==> src/rtl/mac_drain_pkg.sv <==
// rtl/mac_drain_pkg.sv - shared types and defaults for the MAC accumulate-and-drain block
package mac_drain_pkg;

    localparam int LEN_W_DEF = 8;
    localparam int DEPTH_DEF = 4;

    // One FIFO entry: {overflow flag, 32-bit accumulator value}
    localparam int ENTRY_W = 33;

    typedef enum logic [1:0] {
        ST_IDLE    = 2'd0,
        ST_CLEAR   = 2'd1,
        ST_RUN     = 2'd2,
        ST_CAPTURE = 2'd3
    } state_t;

endpackage

==> src/rtl/mac_res_fifo.sv <==
// rtl/mac_res_fifo.sv - synchronous result FIFO with push-at-full allowed when a pop frees the slot
module mac_res_fifo
    import mac_drain_pkg::*;
#(
    parameter int DEPTH = DEPTH_DEF,
    parameter int W     = ENTRY_W
) (
    input  logic         clk,
    input  logic         rst,
    input  logic         push,
    input  logic [W-1:0] push_data,
    input  logic         pop,
    output logic [W-1:0] head,
    output logic         full,
    output logic         empty,
    output logic         push_ok
);

    localparam int AW = $clog2(DEPTH);

    logic [W-1:0]  mem [DEPTH];
    logic [AW-1:0] wr_ptr;
    logic [AW-1:0] rd_ptr;
    logic [AW:0]   count;
    logic          rd_en;

    assign empty   = (count == '0);
    assign full    = (count == (AW+1)'(DEPTH));
    assign rd_en   = pop && !empty;
    // A pop in the same cycle frees the head slot, so a push at full still fits.
    assign push_ok = push && (!full || rd_en);
    // Head reads zero while empty so the consumer side sees a clean reset value.
    assign head    = empty ? '0 : mem[rd_ptr];

    // Storage array; written only on an accepted push.
    always_ff @(posedge clk) begin
        if (push_ok) begin
            mem[wr_ptr] <= push_data;
        end
    end

    // Pointers wrap naturally (power-of-two depth); count separates full from empty.
    always_ff @(posedge clk or posedge rst) begin
        if (rst) begin
            wr_ptr <= '0;
            rd_ptr <= '0;
            count  <= '0;
        end else begin
            if (push_ok) begin
                wr_ptr <= wr_ptr + 1'b1;
            end
            if (rd_en) begin
                rd_ptr <= rd_ptr + 1'b1;
            end
            case ({push_ok, rd_en})
                2'b10:   count <= count + 1'b1;
                2'b01:   count <= count - 1'b1;
                default: count <= count;
            endcase
        end
    end

endmodule

==> src/rtl/mac_accum_drain.sv <==
// rtl/mac_accum_drain.sv - sequences one dot product on an external 16-bit MAC and queues the result
module mac_accum_drain
    import mac_drain_pkg::*;
#(
    parameter int LEN_W = LEN_W_DEF,
    parameter int DEPTH = DEPTH_DEF
) (
    input  logic             clk,
    input  logic             rst,
    input  logic             start,
    input  logic [LEN_W-1:0] len,
    input  logic [31:0]      acc_in,
    input  logic             acc_cout,
    output logic             mac_clr,
    output logic             op_gate,
    output logic             busy,
    output logic             res_valid,
    input  logic             res_ready,
    output logic [31:0]      res_data,
    output logic             res_ovf,
    output logic             drop_err
);

    state_t             state;
    state_t             state_next;
    logic [LEN_W-1:0]   len_q;
    logic [LEN_W-1:0]   cnt;
    logic               ovf;
    logic               push;
    logic               push_ok;
    logic               pop;
    logic               fifo_full;
    logic               fifo_empty;
    logic [ENTRY_W-1:0] head;

    // Outputs toward the MAC are pure decodes of the registered state.
    assign mac_clr = (state == ST_CLEAR);
    assign op_gate = (state == ST_RUN);
    assign busy    = (state != ST_IDLE);

    assign push      = (state == ST_CAPTURE);
    assign pop       = res_valid && res_ready;
    assign res_valid = !fifo_empty;
    assign res_ovf   = head[ENTRY_W-1];
    assign res_data  = head[31:0];

    // State register.
    always_ff @(posedge clk or posedge rst) begin
        if (rst) begin
            state <= ST_IDLE;
        end else begin
            state <= state_next;
        end
    end

    // Next-state: start is honoured only in IDLE and only with a non-zero length.
    always_comb begin
        state_next = state;
        case (state)
            ST_IDLE:    if (start && (len != '0)) state_next = ST_CLEAR;
            ST_CLEAR:   state_next = ST_RUN;
            ST_RUN:     if (cnt == LEN_W'(1)) state_next = ST_CAPTURE;
            ST_CAPTURE: state_next = ST_IDLE;
            default:    state_next = ST_IDLE;
        endcase
    end

    // Length latch, RUN down-counter and overflow tracking across the RUN cycles.
    always_ff @(posedge clk or posedge rst) begin
        if (rst) begin
            len_q <= '0;
            cnt   <= '0;
            ovf   <= 1'b0;
        end else begin
            case (state)
                ST_IDLE: begin
                    if (start && (len != '0)) begin
                        len_q <= len;
                    end
                end
                ST_CLEAR: begin
                    cnt <= len_q;
                    ovf <= 1'b0;
                end
                ST_RUN: begin
                    cnt <= cnt - 1'b1;
                    if (acc_cout) begin
                        ovf <= 1'b1;
                    end
                end
                default: ;
            endcase
        end
    end

    // Sticky drop flag: a CAPTURE that could not be stored; cleared only by reset.
    always_ff @(posedge clk or posedge rst) begin
        if (rst) begin
            drop_err <= 1'b0;
        end else if (push && !push_ok) begin
            drop_err <= 1'b1;
        end
    end

    mac_res_fifo #(
        .DEPTH (DEPTH),
        .W     (ENTRY_W)
    ) u_fifo (
        .clk       (clk),
        .rst       (rst),
        .push      (push),
        .push_data ({ovf, acc_in}),
        .pop       (pop),
        .head      (head),
        .full      (fifo_full),
        .empty     (fifo_empty),
        .push_ok   (push_ok)
    );

endmodule
==> config.mk <==
export PLATFORM = sky130hd
export DESIGN_NAME = mac_accum_drain
export DESIGN_NICKNAME = d
export VERILOG_FILES = /design/src/rtl/mac_drain_pkg.sv /design/src/rtl/mac_res_fifo.sv /design/src/rtl/mac_accum_drain.sv
export SDC_FILE = /design/constraint.sdc
export NUM_CORES = 1
export LEC_CHECK = 0
export CORE_MARGIN = 1
export CORE_UTILIZATION = 40
export CTS_BUF_LIST = sky130_fd_sc_hd__clkbuf_8 sky130_fd_sc_hd__clkbuf_16
export CTS_CLUSTER_DIAMETER = 50
export DETAILED_ROUTE_END_ITERATION = 6
export PLACE_DENSITY = 0.62
export SYNTH_ARGS = -nofsm -noshare
export SYNTH_HDL_FRONTEND = slang
export SYNTH_SLANG_ARGS = --single-unit
==> constraint.sdc <==
create_clock -name clk -period 2.9 [get_ports clk]
set_input_delay 0.87 -clock clk [delete_from_list [all_inputs] [get_ports clk]]
set_output_delay 0.87 -clock clk [all_outputs]
set_load 0.01 [all_outputs]
## Word level (Yosys, flattened, before mapping)

Memory sizes are Yosys's and may differ from the RTL's.
Index checks and enable logic that the tools add are counted.
Widths: inputs -> output; s select.

| cells by class | value |
|---|---|
| equal/unequal tests | 10 |
| reductions and logical operators | 18 |
| multiplexer cells | 10 |
| add/subtract/negate cells | 5 |

Operators with widths:

| operator | number |
|---|---|
| $mux 33 | 1 |
| $pmux 8 s2 | 1 |
| $eq 8x1->1 const B | 1 |
| $pmux 2 s4 | 1 |
| $reduce_bool 8->1 | 1 |
| $sub 8x1->8 const B | 1 |
| $eq 2x2->1 const B | 3 |
| $pmux 3 s2 | 1 |
| $reduce_and 2->1 | 3 |
| $reduce_bool 2->1 | 3 |
| $logic_and 1x1->1 | 5 |
| $add 2x1->2 const B | 2 |
| $eq 2x1->1 const B | 2 |
| $mux 2 | 2 |
| $ne 2x2->1 const B | 2 |
| $add 3x1->3 const B | 1 |
| $eq 3x3->1 const B | 1 |
| $logic_not 1->1 | 3 |
| $logic_not 3->1 | 1 |
| $mux 1 | 3 |
| $sub 3x1->3 const B | 1 |
| $logic_not 2->1 | 1 |
| $ne 2x1->1 const B | 1 |
| $pmux 1 s2 | 1 |
| $logic_or 1x1->1 | 1 |

| word-level totals | value |
|---|---|
| word-level logic and storage cells | 52 |
| input bits | 45 |
| RAM bits | 132 |
| output and inout port bits | 38 |
| register bits after elaboration | 27 |
| memories kept | 1 |

Memories:

| name | depth | width | rd ports | clocked after memory_dff | wr ports | RTL line | source |
|---|---|---|---|---|---|---|---|
| u_fifo.mem | 4 | 33 | 1 | 0 | 1 | mac_res_fifo.sv:21 | `logic [W-1:0] mem [DEPTH];` |

## Logic depth before layout (Yosys ltp)

Gate-level depths: netlist (run 1).

| logic depth | value |
|---|---|
| depth in word-level cells | 8 |
| gate-level depth with buffers | 10 |
| depth with buffers taken out | 9 |

## Modules after synthesis

A second synthesis (run 1) with hierarchy kept.

| second synthesis, totals | value |
|---|---|
| cells, all modules | 370 |
| area, all modules | 6636.4 um^2 |

By module, submodules not included:

| module | sequential area each (um^2) | area an instance (um^2) | times used | cells an instance |
|---|---|---|---|---|
| mac_res_fifo | 4139.0 | 5546.6 | 1 | 265 |
| mac_accum_drain | 500.5 | 1089.8 | 1 | 105 |

## Worst setup path after synthesis (run 1)

No wires, ideal clock.

| timing | value |
|---|---|
| kind | input port to flip-flop |
| from | input port res_ready |
| to | register u_fifo.count[2] |
| data arrival time | 2.425 ns |
| setup slack | 0.396 ns |
| buffers on the path | 1 |
| cell stages on the path | 10 |
| cell sequence | nor4b_1 > nor2b_1 > clkbuf_1 > inv_1 > ha_1 > inv_1 > fa_1 > xor2_1 > nor2_1 > xor2_1 |

| on the way | value |
|---|---|
| word-level cells in the longest chain between the ends | 6 |

RTL lines:

| item | RTL line | source |
|---|---|---|
| from (decl) | mac_accum_drain.sv:18 | `input logic res_ready,` |
| $logic_and 1x1->1 (*) | mac_accum_drain.sv:42 | `assign pop = res_valid && res_ready;` |
| $logic_and 1x1->1 (*) | mac_res_fifo.sv:29 | `assign rd_en = pop && !empty;` |
| $logic_or 1x1->1 | mac_res_fifo.sv:31 | `assign push_ok = push && (!full \|\| rd_en);` |
| $logic_and 1x1->1 | mac_res_fifo.sv:31 |  |
| $eq 2x1->1 or $eq 2x2->1 (tied branches) | mac_res_fifo.sv:55 | `case ({push_ok, rd_en})` |
| $pmux 3 s2 or $reduce_bool 2->1 (tied branches) | -- |  |
| to (signal assigned) | mac_res_fifo.sv:56 | `2'b10: count <= count + 1'b1;` |
| to (signal assigned) | mac_res_fifo.sv:57 | `2'b01: count <= count - 1'b1;` |
| to (signal assigned) | mac_res_fifo.sv:58 | `default: count <= count;` |
| to (decl) | mac_res_fifo.sv:24 | `logic [AW:0] count;` |

Mark *: on every way between the ends. The rest lies on a longest branch, timed or not.
A chain may end at the register's enable or synchronous reset.

## Final worst setup path (run 1)

| timing | value |
|---|---|
| from | register u_fifo.rd_ptr[0] |
| to | output port res_data[4] |

| on the way | value |
|---|---|
| word-level cells in the longest chain between the ends | 2 |

RTL lines:

| item | RTL line | source |
|---|---|---|
| from (decl) | mac_res_fifo.sv:23 | `logic [AW-1:0] rd_ptr;` |
| from (signal assigned) | mac_res_fifo.sv:53 | `rd_ptr <= rd_ptr + 1'b1;` |
| $mem_v2 4x33 | -- |  |
| $mux 33 | mac_res_fifo.sv:33 | `assign head = empty ? '0 : mem[rd_ptr];` |
| to (decl) | mac_accum_drain.sv:19 | `output logic [31:0] res_data,` |

Every way passes these cells.

==> results.cfg, run 1 <==
[sta]
setup_viol = 0
tns_ps = 0
slew_viol_final = 0
slew_headroom = 0.640
timing.fmax_ghz = 0.352
period_minus_slack_ps = 2840
tightest_slew_ps = 536
timing_hold_violations_final = 0
rsz0062_at_grt = no
fin_skew_ps = 9.31
final.period_utilization = 0.979

[yosys]
yosys.area.top_type_share = 0.613
synth_largest_area_cell = edfxtp_1
ys_types = 39
synth-seq-cells = 159
yosysWarnings = 0
syn_nets = 409
ys.flop_type = edfxtp_1
ys_seq_area_frac = 0.718
synth_edf_count = 132
synthCells = 351
syn_area_sq_um = 6460
ys_top_cells_by_area = edfxtp_1, mux4_2, dfrtp_1, and2_1, ha_1
syn_area_per_cell_sq_um = 18.4
async_flop_share = 0.170

[hold_path]
worstHoldPathType = reg2reg

[floorplan]
io_pins = 83
dieHeight_microns = 129
rows = 46
initial_core_util = 0.408
die_x_microns = 129
dieArea_sq_um = 16700
core_area_sq_um = 15800

[final_layout]
final_net_count = 518
utilization = 0.523
area_growth_syn_to_layout_pct = 28.2
drive_above_1_share = 0.309
n_fill_cell = 1302
n_antenna_cell = 0
final_cells = 689

[worst_setup_path]
max_stage_delay_ps = 420
path_buf_inv = 4
path_class = reg2out
crit_path_top_delay_cell = mux4_2
critPathTopFamily = buffers and inverters
startpoint = u_fifo.rd_ptr[0]
reg2reg_from = u_fifo.count[0]
critPathLaunchType = flop
worstSetupEndpointType = primary output
critPathMaxFanout = 5
arrival_ps = 1970
cp_data_required_time_ps = 2030
r2r_slack_ps = 650
worstPathCellList = buf_4, buf_12, clkbuf_16, mux4_2, and2_4, buf_2
worstSetupEndpoint = res_data[4]
path_depth = 6
reg2reg_to = u_fifo.count[2]
r2r_cells = 9

[global_routing]
antenna_found_initial = 0
grt_use_total = 0.168
grt_pass1_vias = 3690
grt_max_degree = 28
gr-total-overflow = 0
grt_pass1_wl_microns = 20300

[clocking]
clock_path_buffers = 2
path_clk_slew_ps = 60
tritoncts = built
cts_made_buffers = 17
cts.sinks = 159
cts-root-buf = clkbuf_16
htree_num_levels = 4
insertion_delay_ps = 420

[routing]
ant_nets = 0
vias = 3443
drt_iter0_drc = 211
drc = 0
firstDrtPassIters = 4
wirelength_microns = 12900
wire_per_inst_microns = 18.7
viasPerCell = 5.00

[place]
dpl.hpwl_microns = 7790
dp_cells = 649
io_buffer_count = 82
gp_congestion = 0.739

[power]
clockPowerShare = 0.257
switching_share = 0.302
p_comb_frac = 0.381
pwr-share-seq = 0.362
power_switching_mw = 2.72
power_density_nw_per_um2 = 1090
ir_drop_mv = 0.431
internal_power_mw = 6.28
total_leakage_power_nw = 3.00
total_power_mw = 9.00

[run_status]
run_status = finished, final reports clean

[run]
drv_cap = 0
[Yosys cell counts (2+ instances only)]
master / count
mux2_4: 8
a21boi_0: 3
buf_2: 4
clkbuf_1: 11
a21oi_1: 6
nand2b_1: 2
nand2_1: 11
mux4_2: 33
o22ai_1: 3
nand3_1: 3
xor2_1: 3
dfrtp_1: 27
o21ai_0: 10
xnor2_1: 3
inv_1: 14
a2bb2oi_1: 4
or4_1: 2
nor2_1: 4
ha_1: 12
edfxtp_1: 132
and2_1: 38
[metal layers]
metal,track usage,vias to the layer above,part of all wire
met5,0,-,0
met4,0.0747,0,0.016
met2,0.275,80,0.50
met3,0.0376,17,0.033
met1,0.216,1774,0.46
li1,-,1572,-
[worst min-delay path by stage]
stage	to	from	depth (start not counted)	slack (ps)
4_1_cts	drop_err	drop_err	1	470
5_1_grt	drop_err	drop_err	1	490
3_5_place_dp	drop_err	drop_err	1	450
2_1_floorplan	u_fifo.count[2]	u_fifo.count[2]	1	450
3_3_place_gp	drop_err	drop_err	1	450
6_report	drop_err	drop_err	1	470
[timing repair]
item | CTS | global route
resized for setup | 130 | 9
gates cloned | 2 | 1
hold buffers | 0 | 0
setup buffers | 5 | 0
pin swaps | 0 | 0
endpoints found under the setup margin | 33 | 9
[per-stage QoR]
stage	cell area [sq um]	hold WS (ps)	worst slack [ps]
2_1_floorplan	6460	447	396
3_3_place_gp	7660	451	62.5
3_5_place_dp	7660	450	-29.4
4_1_cts	8300	469	-32.8
5_1_grt	8290	490	0.809
6_report	8290	465	61.1
[cell type report]
type,count,area (sq um),share of cell area
tap,216,270,0.0326
multi-input combinational,161,1720,0.208
timing repair buffer,107,978,0.118
clock inverter,15,195,0.0236
sequential,159,4640,0.560
clock buffer,17,425,0.0513
inverter,14,52.6,0.00634
[flip-flops by register name, indices dropped and copies added, names as in the netlist]
name           count
cnt                8
u_fifo.mem       132
state              2
drop_err           1
u_fifo.wr_ptr      2
u_fifo.rd_ptr      2
ovf                1
len_q              8
u_fifo.count       3
[cells by family after synthesis]
group | share of synthesized area
buffers and inverters | 0.0199
muxes | 0.137
adders and majority gates | 0.0263
xor gates and xnor gates | 0.00813
DFF | 0.718
AOI/OAI and AO/OA | 0.0290
and+or+nand+nor | 0.0621
[power by group through the flow]
stage | registers [mW] | logic (mW) | clock network [mW]
2_1_floorplan | 3.22 | 2.09 | 0
3_3_place_gp | 3.28 | 3.46 | 0
3_5_place_dp | 3.31 | 3.51 | 0
4_1_cts | 3.26 | 3.51 | 2.36
5_1_grt | 3.30 | 3.77 | 2.45
6_report | 3.26 | 3.43 | 2.31
[placed cells by master (no fill, tap or decap), types with 6 or more instances in the layout]
| cell type | instances |
|---|---|
| inv_1 | 15 |
| clkbuf_16 | 18 |
| o21ai_0 | 10 |
| buf_4 | 16 |
| nand2_1 | 11 |
| ha_1 | 12 |
| edfxtp_1 | 132 |
| buf_12 | 6 |
| and2_1 | 26 |
| and2_4 | 8 |
| clkdlybuf4s50_1 | 48 |
| mux4_2 | 33 |
| dfrtp_1 | 25 |
| buf_2 | 29 |
| a21oi_1 | 6 |
| mux2_4 | 8 |
[worst register-to-register path, stage by stage, from the launching register on]
cell	delay (ps)
dfrtp_1	420
or3_1	440
buf_4	230
and2_1	230
ha_1	220
inv_1	70
fa_1	170
xor2_1	160
nor2_1	60
xor2_1	140
Power figures use the tool's default switching activity.
==> run 2: changes to the inputs <==
--- a/config.mk
+++ b/config.mk
@@ -8,7 +8,6 @@
 export CORE_MARGIN = 1
 export CORE_UTILIZATION = 40
 export CTS_BUF_LIST = sky130_fd_sc_hd__clkbuf_8 sky130_fd_sc_hd__clkbuf_16
-export CTS_CLUSTER_DIAMETER = 50
 export DETAILED_ROUTE_END_ITERATION = 6
 export PLACE_DENSITY = 0.62
 export SYNTH_ARGS = -nofsm -noshare
==> results of run 2 <==
No change in the layout: final DEF, timing and power equal those of run 1.
==> run 3: changes to the inputs <==
--- a/config.mk
+++ b/config.mk
@@ -8,6 +8,7 @@
 export CORE_MARGIN = 1
 export CORE_UTILIZATION = 40
 export CTS_BUF_LIST = sky130_fd_sc_hd__clkbuf_8 sky130_fd_sc_hd__clkbuf_16
+export CTS_CLUSTER_SIZE = 40
 export DETAILED_ROUTE_END_ITERATION = 6
 export PLACE_DENSITY = 0.62
 export SYNTH_ARGS = -nofsm -noshare
==> results of run 3 <==
No change in the layout: final DEF, timing and power equal those of run 1.
